==> src/rtl/vector_fetch_if.sv <==
// Point-RAM read bus plus the point valid/ready handshake toward the beam/line stage.
// master = vector_fetch, slave = RAM model and downstream consumer.
interface vector_fetch_if #(
  parameter int ADDRESSWIDTH = 16,
  parameter int DATAWIDTH    = 18,
  parameter int OUT_WIDTH    = 8
);
  logic [ADDRESSWIDTH-1:0] addr;
  logic [DATAWIDTH-1:0]    data_in;
  logic [OUT_WIDTH-1:0]    pt_x;
  logic [OUT_WIDTH-1:0]    pt_y;
  logic                    pt_draw;
  logic                    pt_valid;
  logic                    pt_ready;

  modport master (
    output addr, pt_x, pt_y, pt_draw, pt_valid,
    input  data_in, pt_ready
  );

  modport slave (
    input  addr, pt_x, pt_y, pt_draw, pt_valid,
    output data_in, pt_ready
  );
endinterface

==> src/rtl/vector_fetch.sv <==
// Frame-list reader: walks the point RAM after a go edge, emits (x, y, draw) points
// over valid/ready, and pulses halt at the end marker or the MAX_POINTS limit.
//
// state   | meaning
// IDLE    | waiting for a go rising edge, addr parked at 0
// READ    | addr holds current index, RAM read in flight
// DECODE  | data_in valid, classify word
// HOLD    | point presented, waiting for pt_ready
// ADVANCE | step index or stop at MAX_POINTS
// DONE    | frame finished, schedule halt pulse and park addr
module vector_fetch #(
  parameter int ADDRESSWIDTH = 16,
  parameter int DATAWIDTH    = 18,
  parameter int OUT_WIDTH    = 8,
  parameter int MAX_POINTS   = 1000
) (
  input  logic          clk,
  input  logic          rst,
  input  logic          go,
  output logic          halt,
  output logic          busy,
  output logic          overrun,
  vector_fetch_if.master bus
);

  typedef enum logic [2:0] {IDLE, READ, DECODE, HOLD, ADVANCE, DONE} state_t;

  localparam logic [ADDRESSWIDTH:0] LIMIT = MAX_POINTS[ADDRESSWIDTH:0];
  localparam logic [ADDRESSWIDTH:0] ONE   = {{ADDRESSWIDTH{1'b0}}, 1'b1};

  state_t                  state, state_next;
  logic                    go_q;
  logic                    start;
  logic [1:0]              word_type;
  logic [ADDRESSWIDTH:0]   index_next;
  logic                    at_limit;

  logic [ADDRESSWIDTH-1:0] addr_d;
  logic [OUT_WIDTH-1:0]    x_d, y_d;
  logic                    draw_d, valid_d, halt_d, overrun_d;

  assign start      = go & ~go_q;
  assign word_type  = bus.data_in[DATAWIDTH-1 -: 2];
  // One extra bit so the limit compare works even when MAX_POINTS == 2^ADDRESSWIDTH.
  assign index_next = {1'b0, bus.addr} + ONE;
  assign at_limit   = (index_next == LIMIT);
  assign busy       = (state != IDLE);

  always_ff @(posedge clk) begin
    if (rst) state <= IDLE;
    else     state <= state_next;
  end

  always_comb begin
    state_next = state;
    unique case (state)
      IDLE:    if (start) state_next = READ;
      READ:    state_next = DECODE;
      DECODE: begin
        if (word_type == 2'b11)      state_next = DONE;
        else if (word_type == 2'b10) state_next = ADVANCE;
        else                         state_next = HOLD;
      end
      HOLD:    if (bus.pt_valid && bus.pt_ready) state_next = ADVANCE;
      ADVANCE: state_next = at_limit ? DONE : READ;
      DONE:    state_next = IDLE;
      default: state_next = IDLE;
    endcase
  end

  always_comb begin
    addr_d    = bus.addr;
    x_d       = bus.pt_x;
    y_d       = bus.pt_y;
    draw_d    = bus.pt_draw;
    valid_d   = bus.pt_valid;
    halt_d    = 1'b0;
    overrun_d = overrun;
    unique case (state)
      IDLE: begin
        addr_d = '0;
        if (start) overrun_d = 1'b0;
      end
      DECODE: begin
        if (!word_type[1]) begin
          x_d     = bus.data_in[15:8];
          y_d     = bus.data_in[7:0];
          draw_d  = word_type[0];
          valid_d = 1'b1;
        end
      end
      HOLD:    if (bus.pt_ready) valid_d = 1'b0;
      ADVANCE: begin
        if (at_limit) overrun_d = 1'b1;
        else          addr_d    = index_next[ADDRESSWIDTH-1:0];
      end
      DONE: begin
        halt_d = 1'b1;
        addr_d = '0;
      end
      default: ;
    endcase
  end

  always_ff @(posedge clk) begin
    if (rst) begin
      go_q         <= 1'b0;
      bus.addr     <= '0;
      bus.pt_x     <= '0;
      bus.pt_y     <= '0;
      bus.pt_draw  <= 1'b0;
      bus.pt_valid <= 1'b0;
      halt         <= 1'b0;
      overrun      <= 1'b0;
    end else begin
      go_q         <= go;
      bus.addr     <= addr_d;
      bus.pt_x     <= x_d;
      bus.pt_y     <= y_d;
      bus.pt_draw  <= draw_d;
      bus.pt_valid <= valid_d;
      halt         <= halt_d;
      overrun      <= overrun_d;
    end
  end

endmodule

==> src/flat_wrapper.sv <==
// flat-port wrapper written by rule: the top's interface ports become plain ports
module vector_fetch_flat 
#(
  parameter int ADDRESSWIDTH = 16,
  parameter int DATAWIDTH    = 18,
  parameter int OUT_WIDTH    = 8,
  parameter int MAX_POINTS   = 1000
)
  (clk, rst, go, halt, busy, overrun, bus_addr, bus_pt_x, bus_pt_y, bus_pt_draw, bus_pt_valid, bus_data_in, bus_pt_ready);
  vector_fetch_if #(.ADDRESSWIDTH(ADDRESSWIDTH), .DATAWIDTH(DATAWIDTH), .OUT_WIDTH(OUT_WIDTH)) bus_i ();
  input  logic clk;
  input  logic rst;
  input  logic go;
  output logic halt;
  output logic busy;
  output logic overrun;
  output wire logic [$bits(bus_i.addr)-1:0] bus_addr;
  output wire logic [$bits(bus_i.pt_x)-1:0] bus_pt_x;
  output wire logic [$bits(bus_i.pt_y)-1:0] bus_pt_y;
  output wire logic [$bits(bus_i.pt_draw)-1:0] bus_pt_draw;
  output wire logic [$bits(bus_i.pt_valid)-1:0] bus_pt_valid;
  input wire logic [$bits(bus_i.data_in)-1:0] bus_data_in;
  input wire logic [$bits(bus_i.pt_ready)-1:0] bus_pt_ready;
  assign bus_addr = bus_i.addr;
  assign bus_pt_x = bus_i.pt_x;
  assign bus_pt_y = bus_i.pt_y;
  assign bus_pt_draw = bus_i.pt_draw;
  assign bus_pt_valid = bus_i.pt_valid;
  assign bus_i.data_in = bus_data_in;
  assign bus_i.pt_ready = bus_pt_ready;
  vector_fetch #(.ADDRESSWIDTH(ADDRESSWIDTH), .DATAWIDTH(DATAWIDTH), .OUT_WIDTH(OUT_WIDTH), .MAX_POINTS(MAX_POINTS)) u_core (.clk(clk), .rst(rst), .go(go), .halt(halt), .busy(busy), .overrun(overrun), .bus(bus_i));
endmodule
==> config.mk <==
export PLATFORM = sky130hd
export DESIGN_NAME = vector_fetch_flat
export DESIGN_NICKNAME = d
export VERILOG_FILES = /design/src/rtl/vector_fetch_if.sv /design/src/rtl/vector_fetch.sv /design/src/flat_wrapper.sv
export SDC_FILE = /design/constraint.sdc
export NUM_CORES = 1
export LEC_CHECK = 0
export ABC_AREA = 1
export CAP_MARGIN = 20
export CORE_MARGIN = 8
export CORE_UTILIZATION = 50
export CTS_CLUSTER_DIAMETER = 50
export DETAILED_ROUTE_END_ITERATION = 16
export PLACE_DENSITY = 0.85
export SYNTH_ARGS = -nofsm -noshare
export SYNTH_HDL_FRONTEND = slang
export SYNTH_SLANG_ARGS = --single-unit
==> constraint.sdc <==
create_clock -name clk -period 2.8 [get_ports clk]
set_clock_uncertainty 0.05 [all_clocks]
set_input_delay 0.42 -clock clk [delete_from_list [all_inputs] [get_ports clk]]
set_output_delay 0.42 -clock clk [all_outputs]
set_load 0.01 [all_outputs]
==> impl_metrics.py <==
metrics = {
    "min_path": {
        "min_delay_path_depth": 2,
        "min_path_type": "reg -> reg",
    },
    "detailed_routing": {
        "avgViaCountPerCell": 4.95,
        "dr.pass1.iters": 4,
        "drt_first_iter_violations": 132,
        "drc": 0,
        "antenna_left": 0,
        "wl_microns": 5250,
        "wire_per_inst_microns": 12.0,
        "num_vias": 2162,
    },
    "clocking": {
        "cts.htree.levels": 2,
        "cts_sinks": 40,
        "postCtsSetupBuffers": 0,
        "clock_latency_ns": 0.29,
        "post_cts_resized": 0,
        "cts_tree": "built",
        "holdBufCountCts": 0,
        "cts_buffer_depth": 2,
        "path_clk_slew_ns": 0.08,
        "cts_buffers": 5,
        "root_buffer": "clkbuf_8",
    },
    "timing": {
        "max_slew.worst_pin.slew_ns": 0.496,
        "final.min_clock_period_ns": 2.25,
        "rsz0062_at_grt": "false",
        "fin_crit_sh_pct": 80.5,
        "setup_viol": 0,
        "hold_viol": 0,
        "fmax_mhz": 444,
        "finalSetupTns_ns": 0,
        "drv_slew": 0,
        "fin_ws_ns": 0.546,
        "slew-limit-headroom_pct": 66.7,
    },
    "synthesis": {
        "syn_area_per_cell_sq_um": 6.65,
        "synth_largest_area_cell": "dfxtp_1",
        "ys_seq_area_share_pct": 37.1,
        "synth_top_area_share_pct": 37.1,
        "synth_fp_nets": 348,
        "ys_ff_latch": 40,
        "synth_flop_cell": "dfxtp_1",
        "yosysUniqueCellTypes": 26,
        "synthTopCellsByCount": "76 x nand2_1, 76 x nor2_1, 40 x dfxtp_1",
        "synth.area.top_cells": "dfxtp_1 37%, nand2_1 13%, nor2_1 13%",
        "synthCells": 325,
        "async_flop_share_pct": 0,
        "synth_edf_count": 0,
        "netlist_area_sq_um": 2160,
        "yosys_warnings": 0,
    },
    "finish": {
        "antennaDiodeCount": 0,
        "seq_area_sq_um": 801,
        "fill_cells": 378,
        "area_growth_pct": 33.8,
        "final_layout_size_suffix_gt1_share_pct": 13.0,
        "nNetsFinal": 407,
        "multi_input_area_sq_um": 1220,
    },
    "placement": {
        "hpwl_microns": 4010,
        "gp_congestion": 0.867,
        "io_buffers": 58,
        "dp_slack_ns": 0.562,
    },
    "worst_setup_path": {
        "crit_family": "simple AND/OR/NAND/NOR gates",
        "slowest_delay_ns": 0.40,
        "crit_type": "reg -> reg",
        "crit_fanout": 15,
        "reg2reg_depth": 12,
        "crit_cells": 12,
        "cp-end-kind": "flop",
        "crit_chain": "ha_1 > nand3_2 > nor2_2 > nand4_1 > nand2_1 > nand2_1 > nor2_2 > nand3_2 > nand2_2 > nand2_2 > nor2_1 > nor2_1",
        "worst-path-buf-inv": 0,
        "crit_arrival_ns": 2.39,
        "crit_slowest_cell": "dfxtp_1",
        "rrSetupSlack_ns": 0.55,
        "worstPathRequired_ns": 2.94,
        "worst_setup_path_start_kind": "flop",
    },
    "die": {
        "die-area_sq_um": 6680,
        "start_util_pct": 50.7,
        "die_y_microns": 81.7,
        "rows": 24,
        "fp.dieW_microns": 81.7,
        "io_pins": 59,
        "core_sq_um": 4260,
    },
    "global_routing": {
        "gr-total-overflow": 0,
        "grt_pass1_wl_microns": 9120,
        "grt_antenna_before_repair": 0,
        "grt_pass1_vias": 2013,
        "globalRouteTotalUtil_pct": 17.0,
        "grt_max_degree": 19,
    },
    "power_and_ir_drop": {
        "switching_power_mw": 1.02,
        "intPower_mw": 1.51,
        "power.density_nw_per_um2": 877,
        "pwr-share-clk_pct": 18.5,
        "p_sw_share_pct": 40.4,
        "p_comb_share_pct": 46.3,
        "p_seq_share_pct": 35.2,
        "p_leak_nw": 1.23,
        "ir_drop_mv": 0.430,
    },
    "status": {
        "run_status": "finished clean",
    },
    "run": {
        "cap_violations": 0,
    },
}
==> cell usage in the layout (no fill, tap or decap) <==
cell type        synthesis  routed
clkbuf_8                 0       5
clkinv_1                 2       2
nand2_1                 76      76
buf_4                    0       3
o21bai_1                 2       2
a21boi_0                 1       1
nand4_4                  1       1
inv_1                   21      21
nand4_1                  5       5
dfxtp_1                 40      40
or2_2                    1       1
nand3_2                 11      11
nand2_2                  5       5
a21oi_1                  5       5
nand3b_1                 2       2
nor2_4                   3       3
clkdlybuf4s50_1          0      58
bufinv_16                0       1
inv_2                    2       2
a211oi_1                 1       1
clkinvlp_4               0       1
ha_1                     1       1
xnor2_1                  1       1
nor2_1                  76      76
o21ai_0                 20      20
nor2_2                  16      16
clkinv_2                 0       1
nand3_1                 23      23
o21ai_1                  1       1
==> cells by family (layout without fill, tap and decap cells) <==
logic type | count (synthesis) | count (layout) | share of synthesized area [%]
AND/OR/NAND/NOR | 219 | 219 | 47.9
flip-flops | 40 | 40 | 37.1
buffers and inverters | 34 | 94 | 6.66
AO/OA/AOI/OAI | 30 | 30 | 7.41
adder cells (fa/ha/maj) | 1 | 1 | 0.579
XOR/XNOR | 1 | 1 | 0.405
==> final cells by class <==
type	instances	share of cell area, %
multi-input cells	251	42.1
clock inverters	3	1.47
flip-flops and latches	40	27.7
inverters	25	3.25
clock buffers	5	2.38
repair buffers	61	20.9
well taps	52	2.25
==> power by group through the flow <==
stage / Clock (mW) / Sequential, mW / Combinational, mW
final: 0.469 / 0.891 / 1.17
after global routing: 0.505 / 0.922 / 1.31
after CTS: 0.481 / 0.889 / 1.19
after detailed placement: 0 / 0.902 / 1.18
after global placement: 0 / 0.895 / 1.17
after floorplan: 0 / 0.927 / 0.709
==> path summary, 6_finish.rpt <==
kind | startpoint | to
worst max-delay path | u_core.bus.addr[1] | u_core.bus.addr[3]
worst min-delay path | u_core.overrun | u_core.overrun
worst max register to register | u_core.bus.addr[1] | u_core.bus.addr[3]
worst min register to register | u_core.overrun | u_core.overrun
==> per-stage QoR <==
step / instance area, sq um / power (mW) / hold slack (ns) / cells / util (%)
floorplan: 2160 / 1.64 / 0.414 / 325 / -
global placement: 2780 / 2.06 / 0.410 / 429 / 65.2
detailed placement: 2780 / 2.09 / 0.419 / 429 / 65.2
CTS: 2890 / 2.56 / 0.432 / 437 / 67.8
global route: 2890 / 2.74 / 0.453 / 437 / 67.8
finish: 2890 / 2.53 / 0.432 / 437 / 67.8
==> routing by layer <==
layer  vias up  wire length [microns]  track usage (%)
li1       1151                      -                -
met1       942                   2120             18.3
met2        63                   2570             29.8
met3         6                    521             7.77
met4         0                     39             3.68
met5         -                      0                0
==> tightest hold or removal path, stage by stage (launching register included) <==
cell	delay, ns
dfxtp_1	0.31
o21ai_0	0.06
a21oi_1	0.06
==> sequential cells by signal (all words and copies together), names as in the netlist <==
register	flops
u_core.bus.addr	16
u_core.bus.pt_valid	1
u_core.bus.pt_draw	1
u_core.overrun	1
u_core.state	3
u_core.go_q	1
u_core.halt	1
u_core.bus.pt_y	8
u_core.bus.pt_x	8
No activity file was read; power rests on OpenSTA's default activity.
